--- src/rtl/if_id_buffer.sv ---
// ---------------------------------------------------------------------------
// if_id_buffer
//   Elastic two-entry skid buffer between instruction fetch and decode.
//   Fetch pushes {pc_m1, ir} through a valid/ready handshake. Decode pops the
//   head entry the same way. IF_READY depends only on registered occupancy, so
//   decode back-pressure never reaches fetch combinationally. FLUSH discards
//   every held entry, and any push offered in the same cycle, after a taken
//   branch or jump.
//
//   Optional feature macro: IFID_PERF_EN adds a saturating STALL_CNT output.
//
// Parameters
//   WIDTH      data path width of PC_M1 and IR
//   NOP_INSTR  instruction driven on ID_IR while the buffer is empty
//
// Ports
//   CLOCK      in   1      clock, rising edge
//   RESET_N    in   1      asynchronous active-low reset
//   IF_VALID   in   1      fetch offers IF_PC_M1/IF_IR
//   IF_READY   out  1      buffer can accept an entry (count != 2)
//   IF_PC_M1   in   WIDTH  PC+1 of fetched instruction
//   IF_IR      in   WIDTH  fetched instruction word
//   ID_VALID   out  1      head entry is valid (count != 0)
//   ID_READY   in   1      decode consumes the head entry
//   ID_PC_M1   out  WIDTH  head PC+1 (0 when empty)
//   ID_IR      out  WIDTH  head instruction (NOP_INSTR when empty)
//   FLUSH      in   1      synchronous discard of all entries
//   OCCUPANCY  out  2      number of held entries
//   STALL_CNT  out  16     (IFID_PERF_EN only) cycles fetch was refused
// ---------------------------------------------------------------------------
module if_id_buffer #(
  parameter int               WIDTH     = 32,
  parameter logic [WIDTH-1:0] NOP_INSTR = '0
) (
  input  logic             CLOCK,
  input  logic             RESET_N,
  input  logic             IF_VALID,
  output logic             IF_READY,
  input  logic [WIDTH-1:0] IF_PC_M1,
  input  logic [WIDTH-1:0] IF_IR,
  output logic             ID_VALID,
  input  logic             ID_READY,
  output logic [WIDTH-1:0] ID_PC_M1,
  output logic [WIDTH-1:0] ID_IR,
  input  logic             FLUSH,
  output logic [1:0]       OCCUPANCY
`ifdef IFID_PERF_EN
  ,
  output logic [15:0]      STALL_CNT
`endif
);

  // State encoding doubles as the occupancy count.
  typedef enum logic [1:0] {
    EMPTY = 2'd0,
    ONE   = 2'd1,
    TWO   = 2'd2
  } state_t;

  state_t           state_q, state_d;
  logic [WIDTH-1:0] head_pc_q, head_pc_d;
  logic [WIDTH-1:0] head_ir_q, head_ir_d;
  logic [WIDTH-1:0] tail_pc_q, tail_pc_d;
  logic [WIDTH-1:0] tail_ir_q, tail_ir_d;
  logic             push;
  logic             pop;

  assign IF_READY  = (state_q != TWO);
  assign ID_VALID  = (state_q != EMPTY);
  assign OCCUPANCY = state_q;

  // The head register is reloaded with NOP/0 whenever the buffer empties,
  // so the decode-facing outputs come straight from flops with no muxing.
  assign ID_PC_M1 = head_pc_q;
  assign ID_IR    = head_ir_q;

  assign push = IF_VALID & IF_READY;
  assign pop  = ID_VALID & ID_READY;

  always_comb begin
    state_d   = state_q;
    head_pc_d = head_pc_q;
    head_ir_d = head_ir_q;
    tail_pc_d = tail_pc_q;
    tail_ir_d = tail_ir_q;
    if (FLUSH) begin
      state_d   = EMPTY;
      head_pc_d = '0;
      head_ir_d = NOP_INSTR;
    end else begin
      case (state_q)
        EMPTY: begin
          if (push) begin
            state_d   = ONE;
            head_pc_d = IF_PC_M1;
            head_ir_d = IF_IR;
          end
        end
        ONE: begin
          if (push && !pop) begin
            state_d   = TWO;
            tail_pc_d = IF_PC_M1;
            tail_ir_d = IF_IR;
          end else if (!push && pop) begin
            state_d   = EMPTY;
            head_pc_d = '0;
            head_ir_d = NOP_INSTR;
          end else if (push && pop) begin
            head_pc_d = IF_PC_M1;
            head_ir_d = IF_IR;
          end
        end
        TWO: begin
          // IF_READY is low here, so only a pop can happen.
          if (pop) begin
            state_d   = ONE;
            head_pc_d = tail_pc_q;
            head_ir_d = tail_ir_q;
          end
        end
        default: begin
          state_d   = EMPTY;
          head_pc_d = '0;
          head_ir_d = NOP_INSTR;
        end
      endcase
    end
  end

  always_ff @(posedge CLOCK or negedge RESET_N) begin
    if (!RESET_N) begin
      state_q   <= EMPTY;
      head_pc_q <= '0;
      head_ir_q <= NOP_INSTR;
      tail_pc_q <= '0;
      tail_ir_q <= '0;
    end else begin
      state_q   <= state_d;
      head_pc_q <= head_pc_d;
      head_ir_q <= head_ir_d;
      tail_pc_q <= tail_pc_d;
      tail_ir_q <= tail_ir_d;
    end
  end

`ifdef IFID_PERF_EN
  // Counts refused fetch offers; a flush cycle is not a stall.
  always_ff @(posedge CLOCK or negedge RESET_N) begin
    if (!RESET_N) begin
      STALL_CNT <= '0;
    end else if (IF_VALID && !IF_READY && !FLUSH && (STALL_CNT != 16'hFFFF)) begin
      STALL_CNT <= STALL_CNT + 16'd1;
    end
  end
`endif

endmodule

--- config.mk ---
export PLATFORM = sky130hd
export DESIGN_NAME = if_id_buffer
export DESIGN_NICKNAME = d
export VERILOG_FILES = /design/src/rtl/if_id_buffer.sv
export SDC_FILE = /design/constraint.sdc
export NUM_CORES = 1
export LEC_CHECK = 0
export ABC_AREA = 1
export CORE_MARGIN = 5
export CORE_UTILIZATION = 45
export CTS_BUF_LIST = sky130_fd_sc_hd__clkbuf_2
export CTS_CLUSTER_SIZE = 40
export DETAILED_ROUTE_END_ITERATION = 16
export GPL_TIMING_DRIVEN = 0
export PLACE_DENSITY = 0.75
export SYNTH_ARGS = -nofsm -noshare
export SYNTH_HDL_FRONTEND = slang
export SYNTH_SLANG_ARGS = --single-unit
--- constraint.sdc ---
create_clock -name CLOCK -period 3.58 [get_ports CLOCK]
set_clock_uncertainty 0.2 [all_clocks]
set_input_delay 0.716 -clock CLOCK [delete_from_list [all_inputs] [get_ports CLOCK]]
set_output_delay 0.716 -clock CLOCK [all_outputs]
set_load 0.01 [all_outputs]
# Yosys cells after proc, flatten, opt, wreduce, memory -nomap -nowiden

Index checks and enable logic that the tools add are counted.

Memory bits (writable): 0
Output and inout port bits: 68
Word-level logic and storage cells: 46
Latch bits: 0
Input bits: 69
Memories: 0
Memory bits (read-only): 0
Register bits after elaboration: 130

$mul: 0
Divide/modulo/power cells: 0
Bitwise logic cells: 3
Mux-type cells: 20
Add/subtract/negate cells: 0
Shift operators: 0
Reductions and logical operators: 10
Eq/ne operators: 8
$lt $le $gt $ge: 0

Operators by type and width:

| cell                                                 | count |
|---|---|
| two-way mux 32 bit                                   | 12 |
| case mux 32 bit (3 select lines)                     | 2 |
| two-way mux 2 bit                                    | 5 |
| inequality test 3 bit (second input constant)        | 3 |
| inequality test 4 bit (second input constant)        | 2 |
| case mux 2 bit (3 select lines)                      | 1 |
| AND reduction 3 bit                                  | 2 |
| AND reduction 4 bit                                  | 1 |
| logical AND 1 bit                                    | 3 |
| AND 1 bit                                            | 2 |
| equality test 2 x 1 -> 1 bit (second input constant) | 1 |
| equality test 2 bit (second input constant)          | 1 |
| logical NOT 1 bit                                    | 2 |
| logical NOT 2 bit                                    | 1 |
| inequality test 2 bit (second input constant)        | 1 |
| nonzero test 2 bit                                   | 1 |
| inverter 1 bit                                       | 1 |

# Depth between registers and ports, before layout

Gate-level depths: netlist of run 1.

Depth after elaboration: 8
Gate-level depth with buffers: 10
Mapped depth without buffers: 7

# Worst setup path before layout of run 1

OpenSTA, ideal clock, no wires.

Path type: flip-flop to output port
From: reg state_q[0] (netlist: OCCUPANCY[0])
To: out IF_READY
Cell stages (with the launch flop): 4
Data arrival time: 0.990 ns
Slack: 1.674 ns
Data required time: 2.664 ns
Buffers on the path: 1
Cell sequence: dfrtp_1 -> nor2_2 -> buf_1 -> inv_1

Word-level cells in the longest chain between the ends: 1

RTL lines:

| what                   | RTL line | source |
|---|---|---|
| from (decl)            | 60       | `state_t state_q, state_d;` |
| from (signal assigned) | 138      | `state_q <= state_d;` |
| inequality test 2 bit  | 68       | `assign IF_READY = (state_q != TWO);` |
| to (decl)              | 38       | `output logic IF_READY,` |

No other way between the ends.

# Worst setup path after layout of run 1

Same ends and word-level chain as after synthesis.

==> metrics.csv, run 1 <==
metric,value,unit
CP max FO,10,
CTS hold repair buffers,1,
pwr dens,484,nW/µm²
H-tree depth,4,
crit start category,register,
Num CTS Buffers,17,
Synth Area in XOR/XNOR,0,%
slew margin rel.,59.8,%
row count,42,
synthesized area per cell,7.69,µm²
Total Routing Usage GR,20.9,%
pin count of the biggest net entering global routing,79,
"Buf+Inv Stages, Crit Path",3,
WP data arrival,2380,ps
worst path cell trace,"nor2_2, buf_1, inv_1, clkdlybuf4s50_1",
Clock Path Buffers,2,
LEAKAGE,0.00392,µW
Hold Path Depth,2,
"Data required, critical path",2660,ps
Die Wd,126,µm
Fmax,0.304,GHz
Hold Path Class,register to register,
Synth async-reset ratio,100,%
Overflow after GRT,0,
CP peak stage delay,490,ps
Hold Fails Final Rpt,0,
total chip power,3780,µW
core area,13200,µm²
WL met1,7.44,mm
"Area growth, synth to finish",29.3,%
number of synthesized flops with an enable pin,0,
clk slew on worst S/H paths,180,ps
main area contributors after synthesis,"dfrtp_1 54%, nand2_1 20%, o21ai_0 8.9%, nand3_1 5.7%, inv_1 4.4%",
Synth Register Bits,130,
status,"complete, no violations",
CTS tree,yes,
final cell count without fillers,1130,
Root Driver,clkbuf_2,
Setup Buffers After CTS,0,
dpl hpwl,11.2,mm
IO Pins,137,
antenna violations before repair,1,
global-route wire length before repair,26.7,mm
Setup CP Type,register to output port,
metal3 WL,768,µm
fin crit share,92.0,%
VDD IR max,0.249,mV
Top Metal Used,met4,
max-cap violation count,0,
PortBufs,136,
Synth Area in Compound Gates,10.8,%
DP Worst Slack,778,ps
post-CTS resize count,0,
initial drt markers,319,
post-synthesis cell count,785,
"delay-heaviest family, CP",buffers and inverters,
Die H,126,µm
placer congestion estimate,0.833,
met2 WL,7.55,mm
CP endpoint kind,output port,
Final Max Tran Viols,0,
Initial Util,45.7,%
antenna-violating nets left,0,
Yosys Warn Count,0,
DIE AREA,15800,µm²
Vias/cell,4.87,
"Distinct cells, synth",16,
# clock sinks,130,
DRT Pass-1 Iters,5,
setup ws final,286,ps
R2R setup slack,1610,ps
Clock Latency Late Sink,690,ps
"Setup violations, final",0,
R2R cell count,7,
drt drc,0,
routed len/inst,14.3,µm
RSZ-0062 raised after global routing,no,
"Min Clock Period, post-route",3290,ps
Synth Area in Simple Gates,26.4,%
Util after Layout,59.1,%
"Seq/Total Area, Yosys",53.9,%
total routed wirelength,16.1,mm
multiplexer share of the synthesized area,0,%
via count,5505,
cell area after synthesis,6030,µm²
biggest area consumer among synthesized cells,dfrtp_1,
ys flop type,dfrtp_1,
share of cells above drive strength 1,6.82,%
vias in the first global route,5321,
Layout Nets,1011,
DP Cell Count,1098,
combinational family with the most area after synthesis,simple AND/OR/NAND/NOR gates,
syn_nets,854,
top-area cell type share of the netlist area,53.9,%
Least-Margin Pin Slew,603,ps
Crit-path slowest cell,dfrtp_1,
cell depth of the worst setup path,4,
Synth Area in Adders,0,%
## report_power, final
| part | switching, µW | internal [µW] | leakage, µW |
|---|---|---|---|
| logic | 543 | 498 | 0.00215 |
| clock network | 501 | 159 | 0.000110 |
| registers | 212 | 1860 | 0.00167 |
| total | 1260 | 2520 | 0.00392 |
## routing by layer
| metal | vias up | global-route usage, % |
|---|---|---|
| met3 | 22 | 4.66 |
| met5 | - | 0 |
| met1 | 2561 | 28.3 |
| met4 | 0 | 7.26 |
| li1 | 2778 | - |
| met2 | 144 | 33.5 |
## through the flow
step / setup TNS, ps / area, µm² / hold WS, ps
finish: 0 / 7800 / 301
global route: 0 / 7800 / 299
CTS: 0 / 7800 / 256
detailed placement: 0 / 7640 / 273
global placement: -460380 / 7610 / 266
floorplan: 0 / 6030 / 220
## cell usage after synthesis, types with 3 or more instances
| library cell | count |
|---|---|
| nand3_1 | 69 |
| dfrtp_1 | 130 |
| clkbuf_1 | 18 |
| buf_6 | 3 |
| buf_2 | 28 |
| nand2_1 | 326 |
| nor2_1 | 3 |
| o21ai_1 | 22 |
| clkbuf_2 | 4 |
| o21ai_0 | 107 |
| inv_1 | 70 |
## cells by family (layout without fill, tap and decap cells)
kind of cell           Yosys count  in the layout
AO/OA/AOI/OAI                  130            130
buffers and inverters          125            293
flip-flops                     130            130
other                            0              1
AND/OR/NAND/NOR                400            400
## layout by cell type (no fill, tap or decap), drive strengths merged
cell	n
buf	35
clkinv	11
dfrtp	130
clkbuf	41
dlygate4sd3	1
clkdlybuf4s50	135
or2	1
o21ai	129
nand2	326
nand3	69
diode	1
o22ai	1
inv	70
nor2	4
## path summary, 6_finish.rpt
| kind | to | startpoint |
|---|---|---|
| max in group asynchronous | tail_ir_q[28] | RESET_N |
| min reg2reg | ID_IR[6] | ID_IR[6] |
| min in group asynchronous | ID_IR[8] | RESET_N |
| max | IF_READY | OCCUPANCY[0] |
| min | ID_IR[6] | ID_IR[6] |
| max reg2reg | tail_ir_q[28] | OCCUPANCY[0] |
## worst register-to-register path: stages (launching register included)
cell	delay, ps
dfrtp_1	490
nor2_1	100
inv_1	80
nand2_1	60
nand3_1	90
buf_2	250
clkbuf_1	400
o21ai_0	150
## state kept, by name, summed over array words and instances (netlist names)
name	flops
ID_PC_M1	32
tail_pc_q	32
tail_ir_q	32
ID_IR	32
OCCUPANCY	2
## layout make-up
| type | count | area, µm² |
|---|---|---|
| Fill cell | 1205 | 5390 |
| Timing Repair Buffer | 138 | 1400 |
| Inverter | 70 | 263 |
| Sequential cell | 130 | 3250 |
| Clock inverter | 11 | 48.8 |
| Tap cell | 176 | 220 |
| Antenna cell | 1 | 2.50 |
| Buffer | 55 | 273 |
| Multi-Input combinational cell | 530 | 2240 |
| Clock buffer | 19 | 95.1 |
No activity file was read; power rests on OpenSTA's default activity.
==> run 2, diff against run 1 <==
Settings changed: CTS_BUF_LIST sky130_fd_sc_hd__clkbuf_2 to unset.
==> run 2 against run 1 <==
- worst hold slack got worse by 250 ps
- sequential cell count unchanged
- non-clock buffer count down 1
- register-to-register slack better by 20 ps
- first-iteration DRC count increased by 0.94%
- global-route usage grew 0.26 points
- clock power grew 130%
- via count barely moved
- maximum frequency is 11% higher
- critical path type unchanged
- largest power group unchanged
==> metrics.csv, run 2 (synthesis gave the netlist of run 1 again) <==
metric,value,unit,change
Clock Latency Late Sink,420,ps,-270 ps
"Setup violations, final",0,,unchanged
CP peak stage delay,490,ps,about the same
Final Max Tran Viols,0,,unchanged
H-tree depth,4,,unchanged
# clock sinks,130,,unchanged
Least-Margin Pin Slew,593,ps,-9.69 ps
Initial Util,45.7,%,unchanged
Hold Fails Final Rpt,0,,unchanged
core area,13200,µm²,unchanged
met1 GRT Util,28.4,%,+0.18 points
initial drt markers,322,,+0.94%
WP data arrival,2060,ps,-320 ps
global-route wire length before repair,27.1,mm,+1.2%
Num CTS Buffers,17,,unchanged
Die Wd,126,µm,unchanged
total routed wirelength,16.3,mm,+1.1%
Hold Path Class,input pin to async pin,,
pin count of the biggest net entering global routing,79,,unchanged
Layout Nets,1010,,-0.099%
post-CTS resize count,0,,unchanged
Overflow after GRT,0,,unchanged
Clock Path Buffers,2,,unchanged
"Area growth, synth to finish",35.5,%,
final instance area,8180,µm²,+4.8%
dpl hpwl,11.2,mm,unchanged
VDD IR max,0.291,mV,+17%
worst path cell trace,"nor2_2, buf_1, inv_1, clkdlybuf4s50_1",,
Vias/cell,4.88,,+0.10%
routed len/inst,14.4,µm,+1.2%
RSZ-0062 raised after global routing,no,,
Reg2Reg Launch Point,OCCUPANCY[0],,
status,"complete, no violations",,
R2R setup slack,1630,ps,+20 ps
pwr dens,573,nW/µm²,+18%
CTS tree,yes,,
CTS hold repair buffers,0,,-1
Setup CP Type,register to output port,,
"commonest non-fill, non-tap cell in the layout",nand2_1,,
IO Pins,137,,unchanged
"Min Clock Period, post-route",2970,ps,-322 ps
DP Worst Slack,778,ps,unchanged
row count,42,,unchanged
Total Routing Usage GR,21.2,%,+0.26 points
share of cells above drive strength 1,7.14,%,+0.32 points
Fmax,0.336,GHz,+11%
# diodes,0,,-1
GRT met3 Usage,4.78,%,+0.13 points
DIE AREA,15800,µm²,unchanged
GR Layer Usage met2,34.2,%,+0.69 points
fin crit share,83.0,%,-9.0 points
placer congestion estimate,0.833,,unchanged
vias in the first global route,5413,,+1.7%
DRT Pass-1 Iters,5,,unchanged
clk slew on worst S/H paths,50,ps,-130 ps
Die H,126,µm,unchanged
GRT busiest layer,met2,,
Setup Buffers After CTS,0,,unchanged
setup ws final,608,ps,+322 ps
crit start category,register,,
antenna violations before repair,0,,-1
CP endpoint kind,output port,,
"Data required, critical path",2660,ps,about the same
"commonest non-fill, non-tap cells in the layout","326 x nand2_1, 135 x clkdlybuf4s50_1, 130 x dfrtp_1",,
Crit-path slowest cell,clkdlybuf4s50_1,,
slew margin rel.,60.4,%,+0.65 points
via count,5501,,-0.073%
max-cap violation count,0,,unchanged
LEAKAGE,0.00408,µW,+4.0%
CP max FO,10,,unchanged
R2R cell count,6,,-1
Placement Cell Area,7640,µm²,unchanged
Root Driver,clkbuf_16,,
r2r endpoint,ID_IR[24],,
antenna-violating nets left,0,,unchanged
PortBufs,136,,unchanged
drt drc,0,,unchanged
## run 2: cell count changes in the layout (fill, tap and decap cells not counted)
cell           previous run  this run
clkbuf_1                 18        20
clkbuf_16                 0        17
clkbuf_2                 23         4
clkbuf_8                  0         5
clkinv_1                  5         0
diode_2                   1         0
dlygate4sd3_1             1         0
## run 2: how the worst max path moves through the flow
| stage | from | endpoint | cells after the start |
|---|---|---|---|
| 3_5_place_dp | FLUSH | ID_IR[24] | 6 |
| 6_report | OCCUPANCY[0] | IF_READY | 4 |
| 5_1_grt | OCCUPANCY[0] | IF_READY | 4 |
| 3_3_place_gp | RESET_N | tail_ir_q[27] | 1 |
| 4_1_cts | OCCUPANCY[0] | IF_READY | 4 |
| 2_1_floorplan | OCCUPANCY[0] | IF_READY | 3 |
## run 2: through the flow
step / instances / TNS (ps) / hold slack (ps) / utilization, % / power (µW)
2_1_floorplan: 785 / 0 / 220 / - / 2630
3_3_place_gp: 1097 / -460380 / 266 / 57.7 / 3120
3_5_place_dp: 1098 / 0 / 273 / 57.9 / 3150
4_1_cts: 1128 / 0 / 61.9 / 62.0 / 4720
5_1_grt: 1128 / 0 / 81.4 / 62.0 / 4970
6_report: 1128 / 0 / 50.0 / 62.0 / 4680
## run 2: final cells by class
| cell class | count | area (µm²) |
|---|---|---|
| Buffer | 55 | 273 |
| Clock buffer | 24 | 502 |
| Clock inverter | 6 | 30.0 |
| Fill cell | 1153 | 5010 |
| Inverter | 70 | 263 |
| Multi-Input combinational cell | 530 | 2240 |
| Sequential cell | 130 | 3250 |
| Tap cell | 176 | 220 |
| Timing Repair Buffer | 137 | 1390 |
## run 2: layer usage
| layer | wire length (µm) | share of wire, % |
|---|---|---|
| met2 | 7780 | 48 |
| met4 | 269 | 1.7 |
| met3 | 909 | 5.6 |
| met5 | 0 | 0 |
| met1 | 7310 | 45 |
## run 2: critical path, delay by kind of cell, from the launching register on
| family | cells | cell delay [ps] |
|---|---|---|
| DFF | 1 | 450 |
| buffers and inverters | 3 | 990 |
| and+or+nand+nor | 1 | 200 |
## run 2: power breakdown
group          internal (µW)  switching, µW
registers               1870            214
logic                    498            545
clock network            960            595
total                   3330           1350
==> run 3, diff against run 2 <==
Clock period 3.58 ns to 2.8 ns, I/O delays scaled along.
==> run 3 against run 2 <==
- combinational power rose by 28%
- utilization rose by 0.085 points
- sequential power rose by 28%
- routed wire length barely moved
- clock power rose by 28%
- largest cell class unchanged
- largest power group unchanged
==> metrics.csv, run 3 (synthesis gave the netlist of run 1 again) <==
metric,value,unit,change
routed len/inst,14.4,µm,about the same
slew margin rel.,60.4,%,-0.078 points
pin count of the biggest net entering global routing,79,,unchanged
antenna violations before repair,0,,unchanged
"delay-heaviest family, CP",buffers and inverters,,
final cell count without fillers,1129,,+0.089%
Hold Path Class,register to register,,
Overflow after GRT,0,,unchanged
DP Cell Count,1098,,unchanged
r2r endpoint,ID_PC_M1[30],,
"Buf+Inv Stages, Crit Path",3,,unchanged
placer congestion estimate,0.833,,unchanged
CP peak stage delay,470,ps,-20 ps
R2R setup slack,850,ps,-780 ps
dpl hpwl,11.2,mm,unchanged
setup ws final,193,ps,-415 ps
via count,5504,,+0.055%
vias in the first global route,5423,,+0.18%
Final Max Tran Viols,0,,unchanged
H-tree depth,4,,unchanged
pwr dens,732,nW/µm²,+28%
share of cells above drive strength 1,7.24,%,+0.097 points
# diodes,0,,unchanged
drt drc,0,,unchanged
VDD IR max,0.371,mV,+28%
"Area growth, synth to finish",35.7,%,
DRT Pass-1 Iters,7,,+2
IO Pins,137,,unchanged
Layout Nets,1011,,+0.099%
Die H,126,µm,unchanged
antenna-violating nets left,0,,unchanged
Setup CP Type,register to output port,,
critical path endpoint,IF_READY,,
Root Driver,clkbuf_16,,
Num CTS Buffers,17,,unchanged
PortBufs,136,,unchanged
Clock Latency Late Sink,420,ps,about the same
CP max FO,10,,unchanged
Initial Util,45.7,%,unchanged
CP startpoint,OCCUPANCY[0],,
CP endpoint kind,output port,,
global-route wire length before repair,27.1,mm,+0.10%
Least-Margin Pin Slew,594,ps,+1.17 ps
Vias/cell,4.88,,about the same
Fmax,0.384,GHz,
Total Routing Usage GR,21.2,%,about the same
worst hold path startpoint,ID_IR[6],,
max-cap violation count,0,,unchanged
core area,13200,µm²,unchanged
crit start category,register,,
fill count,1153,,unchanged
fin crit share,93.1,%,
WP data arrival,1850,ps,-210 ps
"commonest non-fill, non-tap cell in the layout",nand2_1,,
cell depth of the worst setup path,4,,unchanged
Die Wd,126,µm,unchanged
R2R cell count,7,,+1
initial drt markers,306,,-5.0%
"Data required, critical path",2040,ps,-620 ps
LEAKAGE,0.00409,µW,+0.21%
Hold Fails Final Rpt,0,,unchanged
clk slew on worst S/H paths,50,ps,about the same
status,"complete, no violations",,
"Min Clock Period, post-route",2610,ps,
DIE AREA,15800,µm²,unchanged
CTS tree,yes,,
Clock Path Buffers,2,,unchanged
# clock sinks,130,,unchanged
Crit-path slowest cell,clkdlybuf4s50_1,,
total routed wirelength,16.3,mm,about the same
row count,42,,unchanged
Setup Buffers After CTS,0,,unchanged
"Setup violations, final",0,,unchanged
worst path cell trace,"nor2_2, buf_2, inv_1, clkdlybuf4s50_1",,
RSZ-0062 raised after global routing,no,,
"commonest non-fill, non-tap cells in the layout","326 x nand2_1, 135 x clkdlybuf4s50_1, 130 x dfrtp_1",,
DP Worst Slack,154,ps,-624 ps
Reg2Reg Launch Point,OCCUPANCY[1],,
## run 3: timing repair
item | in CTS | in global routing
hold endpoints to repair | 52 | 0
hold buffers | 1 | 0
setup endpoints to repair | 1 | 0
gates resized for setup | 1 | 0
## run 3: final cells by class
cell class | instances | area (µm²) | area share (%)
Sequential cell | 130 | 3250 | 39.7
Multi-Input combinational cell | 530 | 2240 | 27.4
Timing Repair Buffer | 138 | 1400 | 17.1
Clock buffer | 24 | 502 | 6.13
Buffer | 55 | 274 | 3.35
Inverter | 70 | 263 | 3.21
Tap cell | 176 | 220 | 2.69
Clock inverter | 6 | 30.0 | 0.367
## run 3: report_power, final
part / internal (µW) / leakage, µW / total (µW) / switching [µW]
Clock: 1230 / 0.000271 / 1990 / 760
Sequential: 2400 / 0.00167 / 2670 / 273
Combinational: 637 / 0.00215 / 1330 / 697
Total: 4260 / 0.00409 / 5990 / 1730
## run 3: per-stage QoR
stage / area, µm² / utilization [%] / power [µW] / hold WS, ps / setup TNS, ps
6_report: 8190 / 62.1 / 5990 / 279 / 0
5_1_grt: 8190 / 62.1 / 6350 / 294 / 0
4_1_cts: 8190 / 62.1 / 6030 / 286 / 0
3_5_place_dp: 7640 / 57.9 / 4030 / 273 / 0
3_3_place_gp: 7610 / 57.7 / 3980 / 266 / -541500
2_1_floorplan: 6030 / - / 3370 / 64.4 / 0
## run 3: worst min path at each step
stage | to | slack, ps | cells past startpoint
finish | ID_IR[6] | 280 | 2
global route | ID_PC_M1[14] | 290 | 2
CTS | ID_PC_M1[7] | 290 | 2
detailed placement | tail_pc_q[18] | 270 | 2
global placement | tail_pc_q[26] | 270 | 2
floorplan | ID_IR[0] | 60 | 0
## run 3: layer usage
metal  track usage [%]  vias up  part of all wire [%]
met1              28.4     2551                    45
met4              7.07        0                   1.7
met3              4.78       18                   5.1
li1                  -     2772                     -
met2              34.2      163                    48
met5                 0        -                     0
## run 3: worst reg2reg max path, cell delays in order (launching register included)
cell,delay (ps)
dfrtp_1,390
inv_1,100
buf_2,260
clkbuf_1,450
nand3_1,130
nand2_1,90
nand2_1,40
o21ai_0,190
